[src/rtl/flex_ds_pkg.sv]
`default_nettype none
// ============================================================================
// Module      : flex_ds_pkg
// Description : Shared types and helpers for the flex_downsample_stream block:
//               frame FSM state encoding, Q8.8 stride constants and the
//               frame-configuration legality check.
// Revision    : 1.0 - initial release
// ============================================================================
package flex_ds_pkg;

  localparam int Q88_FRAC = 8;   // fractional bits of the Q8.8 stride
  localparam int STRIDE_W = 16;  // total stride width

  typedef enum logic [1:0] {
    ST_IDLE  = 2'd0,
    ST_RUN   = 2'd1,
    ST_DRAIN = 2'd2,
    ST_DONE  = 2'd3
  } state_t;

  // A configuration is legal when the last requested output index still maps
  // onto an existing input row/column; everything is evaluated in 32 bits so
  // the product (hout-1)*stride cannot overflow.
  function automatic logic cfg_valid(input int unsigned hin,
                                     input int unsigned hout,
                                     input int unsigned stride,
                                     input int unsigned hin_max);
    int unsigned span;
    if (hin < 1 || hout < 1 || hout > hin || hin > hin_max || stride < 256)
      return 1'b0;
    span = ((hout - 1) * stride) >> Q88_FRAC;
    return (span <= hin - 1);
  endfunction

endpackage
`default_nettype wire

[src/rtl/flex_downsample_stream_if.sv]
`default_nettype none
// ============================================================================
// Module      : flex_downsample_stream_if
// Description : Pixel stream bundle for flex_downsample_stream.
//               in_valid/in_ready/in_data : input pixel handshake
//               out_valid/out_ready/out_data/out_last : output pixel handshake
//               master : the environment (feeds pixels, consumes output)
//               slave  : the downsampler
// Revision    : 1.0 - initial release
// ============================================================================
interface flex_downsample_stream_if #(
  parameter int DATA_W = 8,
  parameter int CIN    = 64
);
  logic                  in_valid;
  logic                  in_ready;
  logic [CIN*DATA_W-1:0] in_data;
  logic                  out_valid;
  logic                  out_ready;
  logic [CIN*DATA_W-1:0] out_data;
  logic                  out_last;

  modport master (
    output in_valid, in_data, out_ready,
    input  in_ready, out_valid, out_data, out_last
  );

  modport slave (
    input  in_valid, in_data, out_ready,
    output in_ready, out_valid, out_data, out_last
  );
endinterface
`default_nettype wire

[src/rtl/flex_ds_index_gen.sv]
`default_nettype none
// ============================================================================
// Module      : flex_ds_index_gen
// Description : One axis of the nearest-neighbour selector. Tracks the current
//               input index, a Q8.8 target accumulator and the number of
//               outputs already emitted on this axis.
//               clk, rst_n : clock, async active-low reset
//               init       : clear all state (frame start)
//               adv        : one input position on this axis was consumed
//               hin, hout  : latched input / output size
//               stride     : latched Q8.8 stride
//               idx, cnt   : current input index / emitted count
//               hit        : current index is the next selected one
//               at_last    : current index is hin-1 (wraps on adv)
// Revision    : 1.0 - initial release
// ============================================================================
module flex_ds_index_gen
  import flex_ds_pkg::*;
#(
  parameter int HW = 6,  // index / size width
  parameter int IW = 6   // integer bits of the accumulator
) (
  input  logic                clk,
  input  logic                rst_n,
  input  logic                init,
  input  logic                adv,
  input  logic [HW-1:0]       hin,
  input  logic [HW-1:0]       hout,
  input  logic [STRIDE_W-1:0] stride,
  output logic [HW-1:0]       idx,
  output logic [HW-1:0]       cnt,
  output logic                hit,
  output logic                at_last
);

  localparam int ACC_W = Q88_FRAC + IW;

  logic [HW-1:0]    r_idx;
  logic [HW-1:0]    r_cnt;
  logic [ACC_W-1:0] r_acc;
  logic [IW-1:0]    w_tgt;

  // Target index is the integer part of the accumulator (floor, no rounding).
  assign w_tgt   = r_acc[ACC_W-1:Q88_FRAC];
  assign hit     = (IW'(r_idx) == w_tgt) && (r_cnt < hout);
  assign at_last = (r_idx == (hin - HW'(1)));
  assign idx     = r_idx;
  assign cnt     = r_cnt;

  // Once all hout positions are emitted the accumulator may wrap; the
  // r_cnt < hout term in hit keeps a wrapped target from selecting again.
  always_ff @(posedge clk or negedge rst_n) begin
    if (!rst_n) begin
      r_idx <= '0;
      r_cnt <= '0;
      r_acc <= '0;
    end else if (init) begin
      r_idx <= '0;
      r_cnt <= '0;
      r_acc <= '0;
    end else if (adv) begin
      if (at_last) begin
        r_idx <= '0;
        r_cnt <= '0;
        r_acc <= '0;
      end else begin
        r_idx <= r_idx + HW'(1);
        if (hit) begin
          r_acc <= r_acc + ACC_W'(stride);
          r_cnt <= r_cnt + HW'(1);
        end
      end
    end
  end

endmodule
`default_nettype wire

[src/rtl/flex_downsample_stream.sv]
`default_nettype none
// ============================================================================
// Module      : flex_downsample_stream
// Description : Nearest-neighbour spatial downsampler on a row-major pixel
//               stream. Keeps input pixel (floor(i*s), floor(j*s)) for every
//               output (i,j), s = cfg_stride/256, and forwards it unmodified.
//               clk, rst_n             : clock, async active-low reset
//               start                  : frame start pulse (IDLE only)
//               cfg_hin/cfg_hout       : input / output square size
//               cfg_stride             : Q8.8 stride
//               bus (slave)            : in/out pixel handshakes, out_last
//               done                   : one-cycle frame completion pulse
//               cfg_err                : one-cycle rejected-config pulse
// Revision    : 1.0 - initial release
// ============================================================================
module flex_downsample_stream
  import flex_ds_pkg::*;
#(
  parameter int DATA_W  = 8,
  parameter int CIN     = 64,
  parameter int HIN_MAX = 32
) (
  input  logic                          clk,
  input  logic                          rst_n,
  input  logic                          start,
  input  logic [$clog2(HIN_MAX+1)-1:0]  cfg_hin,
  input  logic [$clog2(HIN_MAX+1)-1:0]  cfg_hout,
  input  logic [STRIDE_W-1:0]           cfg_stride,
  flex_downsample_stream_if.slave       bus,
  output logic                          done,
  output logic                          cfg_err
);

  localparam int HW = $clog2(HIN_MAX+1);
  localparam int IW = $clog2(HIN_MAX) + 1;
  localparam int W  = CIN * DATA_W;

  state_t                r_state;
  logic [HW-1:0]         r_hin;
  logic [HW-1:0]         r_hout;
  logic [STRIDE_W-1:0]   r_stride;
  logic                  r_out_valid;
  logic                  r_out_last;
  logic [W-1:0]          r_out_data;
  logic                  r_done;
  logic                  r_cfg_err;

  logic                  w_cfg_ok;
  logic                  w_start_ok;
  logic                  w_in_ready;
  logic                  w_acc;
  logic                  w_keep;
  logic                  w_is_last;
  logic                  w_frame_end;
  logic                  w_row_hit, w_col_hit;
  logic                  w_row_last, w_col_last;
  logic [HW-1:0]         w_row_idx, w_col_idx;
  logic [HW-1:0]         w_row_cnt, w_col_cnt;

  assign w_cfg_ok   = cfg_valid(32'(cfg_hin), 32'(cfg_hout), 32'(cfg_stride), HIN_MAX);
  assign w_start_ok = (r_state == ST_IDLE) && start && w_cfg_ok;

  // Accept whenever the output register is free or being emptied this cycle.
  assign w_in_ready  = (r_state == ST_RUN) && (!r_out_valid || bus.out_ready);
  assign w_acc       = bus.in_valid && w_in_ready;
  assign w_keep      = w_row_hit && w_col_hit;
  assign w_is_last   = (w_row_cnt == (r_hout - HW'(1))) && (w_col_cnt == (r_hout - HW'(1)));
  assign w_frame_end = w_acc && w_row_last && w_col_last;

  // Column axis steps on every accepted beat; the row axis steps on the
  // beat that closes a row. Both clear on their own wrap.
  flex_ds_index_gen #(.HW(HW), .IW(IW)) u_col (
    .clk     (clk),
    .rst_n   (rst_n),
    .init    (w_start_ok),
    .adv     (w_acc),
    .hin     (r_hin),
    .hout    (r_hout),
    .stride  (r_stride),
    .idx     (w_col_idx),
    .cnt     (w_col_cnt),
    .hit     (w_col_hit),
    .at_last (w_col_last)
  );

  flex_ds_index_gen #(.HW(HW), .IW(IW)) u_row (
    .clk     (clk),
    .rst_n   (rst_n),
    .init    (w_start_ok),
    .adv     (w_acc && w_col_last),
    .hin     (r_hin),
    .hout    (r_hout),
    .stride  (r_stride),
    .idx     (w_row_idx),
    .cnt     (w_row_cnt),
    .hit     (w_row_hit),
    .at_last (w_row_last)
  );

  // Frame control FSM with registered done/cfg_err pulses.
  always_ff @(posedge clk or negedge rst_n) begin
    if (!rst_n) begin
      r_state   <= ST_IDLE;
      r_hin     <= '0;
      r_hout    <= '0;
      r_stride  <= '0;
      r_done    <= 1'b0;
      r_cfg_err <= 1'b0;
    end else begin
      r_done    <= 1'b0;
      r_cfg_err <= 1'b0;
      case (r_state)
        ST_IDLE: begin
          if (start) begin
            if (w_cfg_ok) begin
              r_hin    <= cfg_hin;
              r_hout   <= cfg_hout;
              r_stride <= cfg_stride;
              r_state  <= ST_RUN;
            end else begin
              r_cfg_err <= 1'b1;
            end
          end
        end
        ST_RUN: begin
          if (w_frame_end) r_state <= ST_DRAIN;
        end
        ST_DRAIN: begin
          // Leave as soon as the held pixel (if any) is taken.
          if (!r_out_valid || bus.out_ready) begin
            r_state <= ST_DONE;
            r_done  <= 1'b1;
          end
        end
        ST_DONE: begin
          r_state <= ST_IDLE;
        end
        default: r_state <= ST_IDLE;
      endcase
    end
  end

  // Output pixel register; a reload in the same cycle as a handshake keeps
  // out_valid high so back-to-back kept beats flow without a bubble.
  always_ff @(posedge clk or negedge rst_n) begin
    if (!rst_n) begin
      r_out_valid <= 1'b0;
      r_out_last  <= 1'b0;
      r_out_data  <= '0;
    end else if (w_acc && w_keep) begin
      r_out_valid <= 1'b1;
      r_out_last  <= w_is_last;
      r_out_data  <= bus.in_data;
    end else if (bus.out_ready) begin
      r_out_valid <= 1'b0;
      r_out_last  <= 1'b0;
    end
  end

  assign bus.in_ready  = w_in_ready;
  assign bus.out_valid = r_out_valid;
  assign bus.out_last  = r_out_last;
  assign bus.out_data  = r_out_data;
  assign done          = r_done;
  assign cfg_err       = r_cfg_err;

endmodule
`default_nettype wire

[src/flat_wrapper.sv]
// flat-port wrapper written by rule: the top's interface ports become plain ports
module flex_downsample_stream_flat import flex_ds_pkg::*;
#(
  parameter int DATA_W  = 8,
  parameter int CIN     = 64,
  parameter int HIN_MAX = 32
)
  (clk, rst_n, start, cfg_hin, cfg_hout, cfg_stride, done, cfg_err, bus_in_valid, bus_in_data, bus_out_ready, bus_in_ready, bus_out_valid, bus_out_data, bus_out_last);
  flex_downsample_stream_if #(.DATA_W(DATA_W), .CIN(CIN)) bus_i ();
  input  logic clk;
  input  logic rst_n;
  input  logic start;
  input  logic [$clog2(HIN_MAX+1)-1:0] cfg_hin;
  input  logic [$clog2(HIN_MAX+1)-1:0] cfg_hout;
  input  logic [STRIDE_W-1:0] cfg_stride;
  output logic done;
  output logic cfg_err;
  input wire logic [$bits(bus_i.in_valid)-1:0] bus_in_valid;
  input wire logic [$bits(bus_i.in_data)-1:0] bus_in_data;
  input wire logic [$bits(bus_i.out_ready)-1:0] bus_out_ready;
  output wire logic [$bits(bus_i.in_ready)-1:0] bus_in_ready;
  output wire logic [$bits(bus_i.out_valid)-1:0] bus_out_valid;
  output wire logic [$bits(bus_i.out_data)-1:0] bus_out_data;
  output wire logic [$bits(bus_i.out_last)-1:0] bus_out_last;
  assign bus_i.in_valid = bus_in_valid;
  assign bus_i.in_data = bus_in_data;
  assign bus_i.out_ready = bus_out_ready;
  assign bus_in_ready = bus_i.in_ready;
  assign bus_out_valid = bus_i.out_valid;
  assign bus_out_data = bus_i.out_data;
  assign bus_out_last = bus_i.out_last;
  flex_downsample_stream #(.DATA_W(DATA_W), .CIN(CIN), .HIN_MAX(HIN_MAX)) u_core (.clk(clk), .rst_n(rst_n), .start(start), .cfg_hin(cfg_hin), .cfg_hout(cfg_hout), .cfg_stride(cfg_stride), .bus(bus_i), .done(done), .cfg_err(cfg_err));
endmodule
[config.mk]
export PLATFORM = sky130hd
export DESIGN_NAME = flex_downsample_stream_flat
export DESIGN_NICKNAME = d
export VERILOG_FILES = /design/src/rtl/flex_ds_pkg.sv /design/src/rtl/flex_downsample_stream_if.sv /design/src/rtl/flex_ds_index_gen.sv /design/src/rtl/flex_downsample_stream.sv /design/src/flat_wrapper.sv
export SDC_FILE = /design/constraint.sdc
export NUM_CORES = 2
export LEC_CHECK = 0
export BUFFER_PORTS_ARGS = -buffer_cell sky130_fd_sc_hd__clkbuf_2
export CAP_MARGIN = 40
export CORE_AREA = 2 2 414 416
export CTS_CLUSTER_SIZE = 28
export DETAILED_ROUTE_END_ITERATION = 8
export DIE_AREA = 0 0 416 418
export PLACE_DENSITY = 0.48
export RECOVER_POWER = 25
export SLEW_MARGIN = 20
export SYNTH_ARGS = -nofsm -noshare
export SYNTH_HDL_FRONTEND = slang
export SYNTH_SLANG_ARGS = --single-unit
[constraint.sdc]
create_clock -name clk -period 5.3 [get_ports clk]
set_input_delay 0.53 -clock clk [delete_from_list [all_inputs] [get_ports clk]]
set_output_delay 0.53 -clock clk [all_outputs]
set_load 0.01 [all_outputs]
==> impl_metrics.ini <==
[grt]
grt_overflow = 0
antenna_found_initial = 44
grt_start_max_net_pins = 178
grt_pass1_vias = 29500
grt_pass1_wl_mm = 206
grt_usage_pct = 16.1

[worst_hold_path]
hp-start = bus_in_data[370]
hold_depth = 3
hold_end = u_core.bus.out_data[370]
hp-class = input port to register

[logic_synthesis]
synthCells = 3498
ys.flop_type = dfrtp_1
yosys-top-cells-area = dfrtp_1, nand2_1, fa_1
yosysSeqAreaShare_pct = 47.7
async_reset_ff_share_pct = 100
synth_warnings = 0
syn_area_per_cell_um2 = 8.93
synth_edf_count = 0
ys_seq_elements = 596
synthTopCellsByCount = nand2_1, dfrtp_1, inv_1
mappedNetlistArea_um2 = 31300
synth.distinct_cells = 74
synth_top_area_share_pct = 47.7
synth.most_common_cell = nand2_1
synth_nets = 4335
synth_top_cell_by_area = dfrtp_1

[sta]
fin_crit_sh_pct = 158
clock.fmax_mhz = 120
worstMarginPinSlew_ns = 3.21
tns_ns = -240.23
slew_viol_final = 102
hold_violations = 0
hold_slack_ns = 0.0757
setup_viol = 81
rsz0062_at_grt = yes
period_needed_ns = 8.37
final.setup.worst_slack_ns = -3.07
slew_headroom_pct = -114
fin_skew_ns = 0.0259

[cts]
numClockSinks = 596
cts_max_level = 3
clk_path_buf_depth = 3
clk_pin_slew_worst_paths_ns = 0.06
cts_made_buffers = 75
insertion_delay_ns = 0.67
cts_tree = done
ctsRootBufferMaster = clkbuf_16

[floorplan]
die_area_um2 = 174000
die_h_um = 418
die_w_um = 416
start_util_pct = 18.5
core_area_um2 = 169000
rows = 151
ios = 1062

[setup_path]
path_class = input port to register
rrSetupSlack_ns = 1.56
critPathRequiredTime_ns = 5.88
rr_startpoint = u_core.r_hout[1]
crit_path_frequent_cell = fa_1
start_kind = input port
slowest_delay_ns = 0.71
cp_slowest_cell = fa_2
end_kind = register
rr_endpoint = u_core.bus.out_data[9]
arrival_ns = 8.95
crit_path_max_fanout = 7
rr_worst_depth = 12

[power]
power_frac_seq_pct = 32.8
p_per_area_nw_per_um2 = 523
switchingPower_w = 0.0100
p_leak_nw = 24.4
p_clk_share_pct = 22.9
power.internal_w = 0.0141
p_comb_share_pct = 44.3
switching_share_pct = 41.6
vdd_drop_max_mv = 0.215

[route]
drc = 0
num_vias = 28800
drtAntennaViolNets = 0
wl_per_cell_um = 20.0
wl_mm = 145
first_pass_iters = 5
first_iter_violations = 1830
viasPerCell = 3.99

[cells_and_area]
drive_gt1_share_pct = 27.6
nNetsFinal = 5755
synthToLayoutAreaGrowth_pct = 47.2

[outcome]
status = finished with violations
violations = max-capacitance violations, max-slew violations, negative setup slack

[placed_design]
io_buffers = 1061
routabilityCongestion = 0.884
preCtsSetupSlack_ns = -4.05
dp_hpwl_mm = 117

[job]
drv_cap = 1
==> registers in the layout, indices dropped and copies added, names as in the netlist, 2 cells and up <==
name and flops:
u_core.r_hin 6, u_core.r_hout 6, u_core.u_row.idx 6, u_core.r_stride 14, u_core.u_row.cnt 6, u_core.u_col.r_acc 14
u_core.u_col.cnt 6, u_core.r_state 2, u_core.bus.out_data 512, u_core.u_col.idx 6, u_core.u_row.r_acc 14
==> placed cells by master, fill, tap and decap left out, types with 24 or more instances in the layout <==
cell              n
ha_1            129
clkbuf_2        875
inv_1           224
clkbuf_16        78
buf_4           168
clkbuf_1        198
dfrtp_1         596
diode_2          25
nor2b_1          35
and2_1           45
nor3_1           24
buf_12           25
nor2_1           50
nand2_1        1633
nand3_1          30
o21ai_2          28
a21oi_1          43
xnor2_1          34
fa_1            145
dlygate4sd3_1   205
xor2_1           36
==> worst max-delay path: cells and delay by family <==
family / cells / cell delay (ns)
AOI/OAI and AO/OA: 7 / 1.33
and+or+nand+nor: 9 / 2.21
adders and majority gates: 9 / 3.86
muxes: 1 / 0.16
buffers and inverters: 10 / 0.83
==> metrics by stage <==
step | total power [W] | instance area (um2) | util [%] | instances
after floorplan | 0.0133 | 31600 | - | 3498
after global placement | 0.0183 | 40600 | 24.0 | 6810
after detailed placement | 0.0185 | 40600 | 24.0 | 6810
after CTS | 0.0245 | 45700 | 27.1 | 7173
after global routing | 0.0260 | 46000 | 27.2 | 7210
final | 0.0241 | 46000 | 27.2 | 7220
==> power by group through the flow <==
stage / clock (W) / combinational, W / sequential (W)
6_report: 0.00552 / 0.0107 / 0.00789
5_1_grt: 0.00588 / 0.0120 / 0.00811
4_1_cts: 0.00571 / 0.0109 / 0.00788
3_5_place_dp: 0 / 0.0105 / 0.00793
3_3_place_gp: 0 / 0.0104 / 0.00788
2_1_floorplan: 0 / 0.00497 / 0.00835
==> layer usage <==
layer  vias to the layer above  routed length [um]  global-route usage [%]  part of all wire (%)
met5                         -                 105                       0                 0.073
met2                       894               67800                    25.9                    47
met1                     13900               59800                    19.7                    41
li1                      13700                   -                       -                     -
met4                        18                6280                    7.46                   4.3
met3                       215               10700                    4.94                   7.4
==> how the worst max path moves through the flow <==
stage / slack [ns] / from / depth (start not counted) / to
global route: -3.42 / cfg_hout[1] / 36 / u_core.u_col.cnt[3]
global placement: -4.03 / cfg_hout[0] / 35 / u_core.u_col.cnt[3]
CTS: -2.96 / cfg_hout[0] / 37 / u_core.u_col.cnt[3]
floorplan: -3.39 / cfg_hout[0] / 33 / u_core.r_hin[2]
detailed placement: -4.05 / cfg_hout[0] / 34 / u_core.u_col.cnt[3]
finish: -3.07 / cfg_hout[1] / 36 / u_core.u_col.cnt[3]
==> kinds of logic after synthesis <==
kind of cell / share of synthesized area [%]
compound gates: 4.18
xor+xnor: 2.18
fa+ha+maj: 15.4
buf+inv: 4.86
flops: 47.7
mux: 0.785
simple gates: 24.9
==> what timing repair did <==
action,CTS,global route
resized for setup,64,75
hold buffers,205,0
setup endpoints to repair,81,81
cloned,2,4
pin swaps,31,14
endpoints found under the hold margin,291,0
buffers inserted,20,21
==> final cells by class <==
class	count	area, um2
timing repair buffer	1485	9250
fill	18400	123000
clock inverter	36	498
tap	2218	2780
clock buffer	100	2150
sequential	596	14900
multi-input combinational	2520	15400
antenna	25	62.6
inverter	240	911
Power figures use the tool's default switching activity.
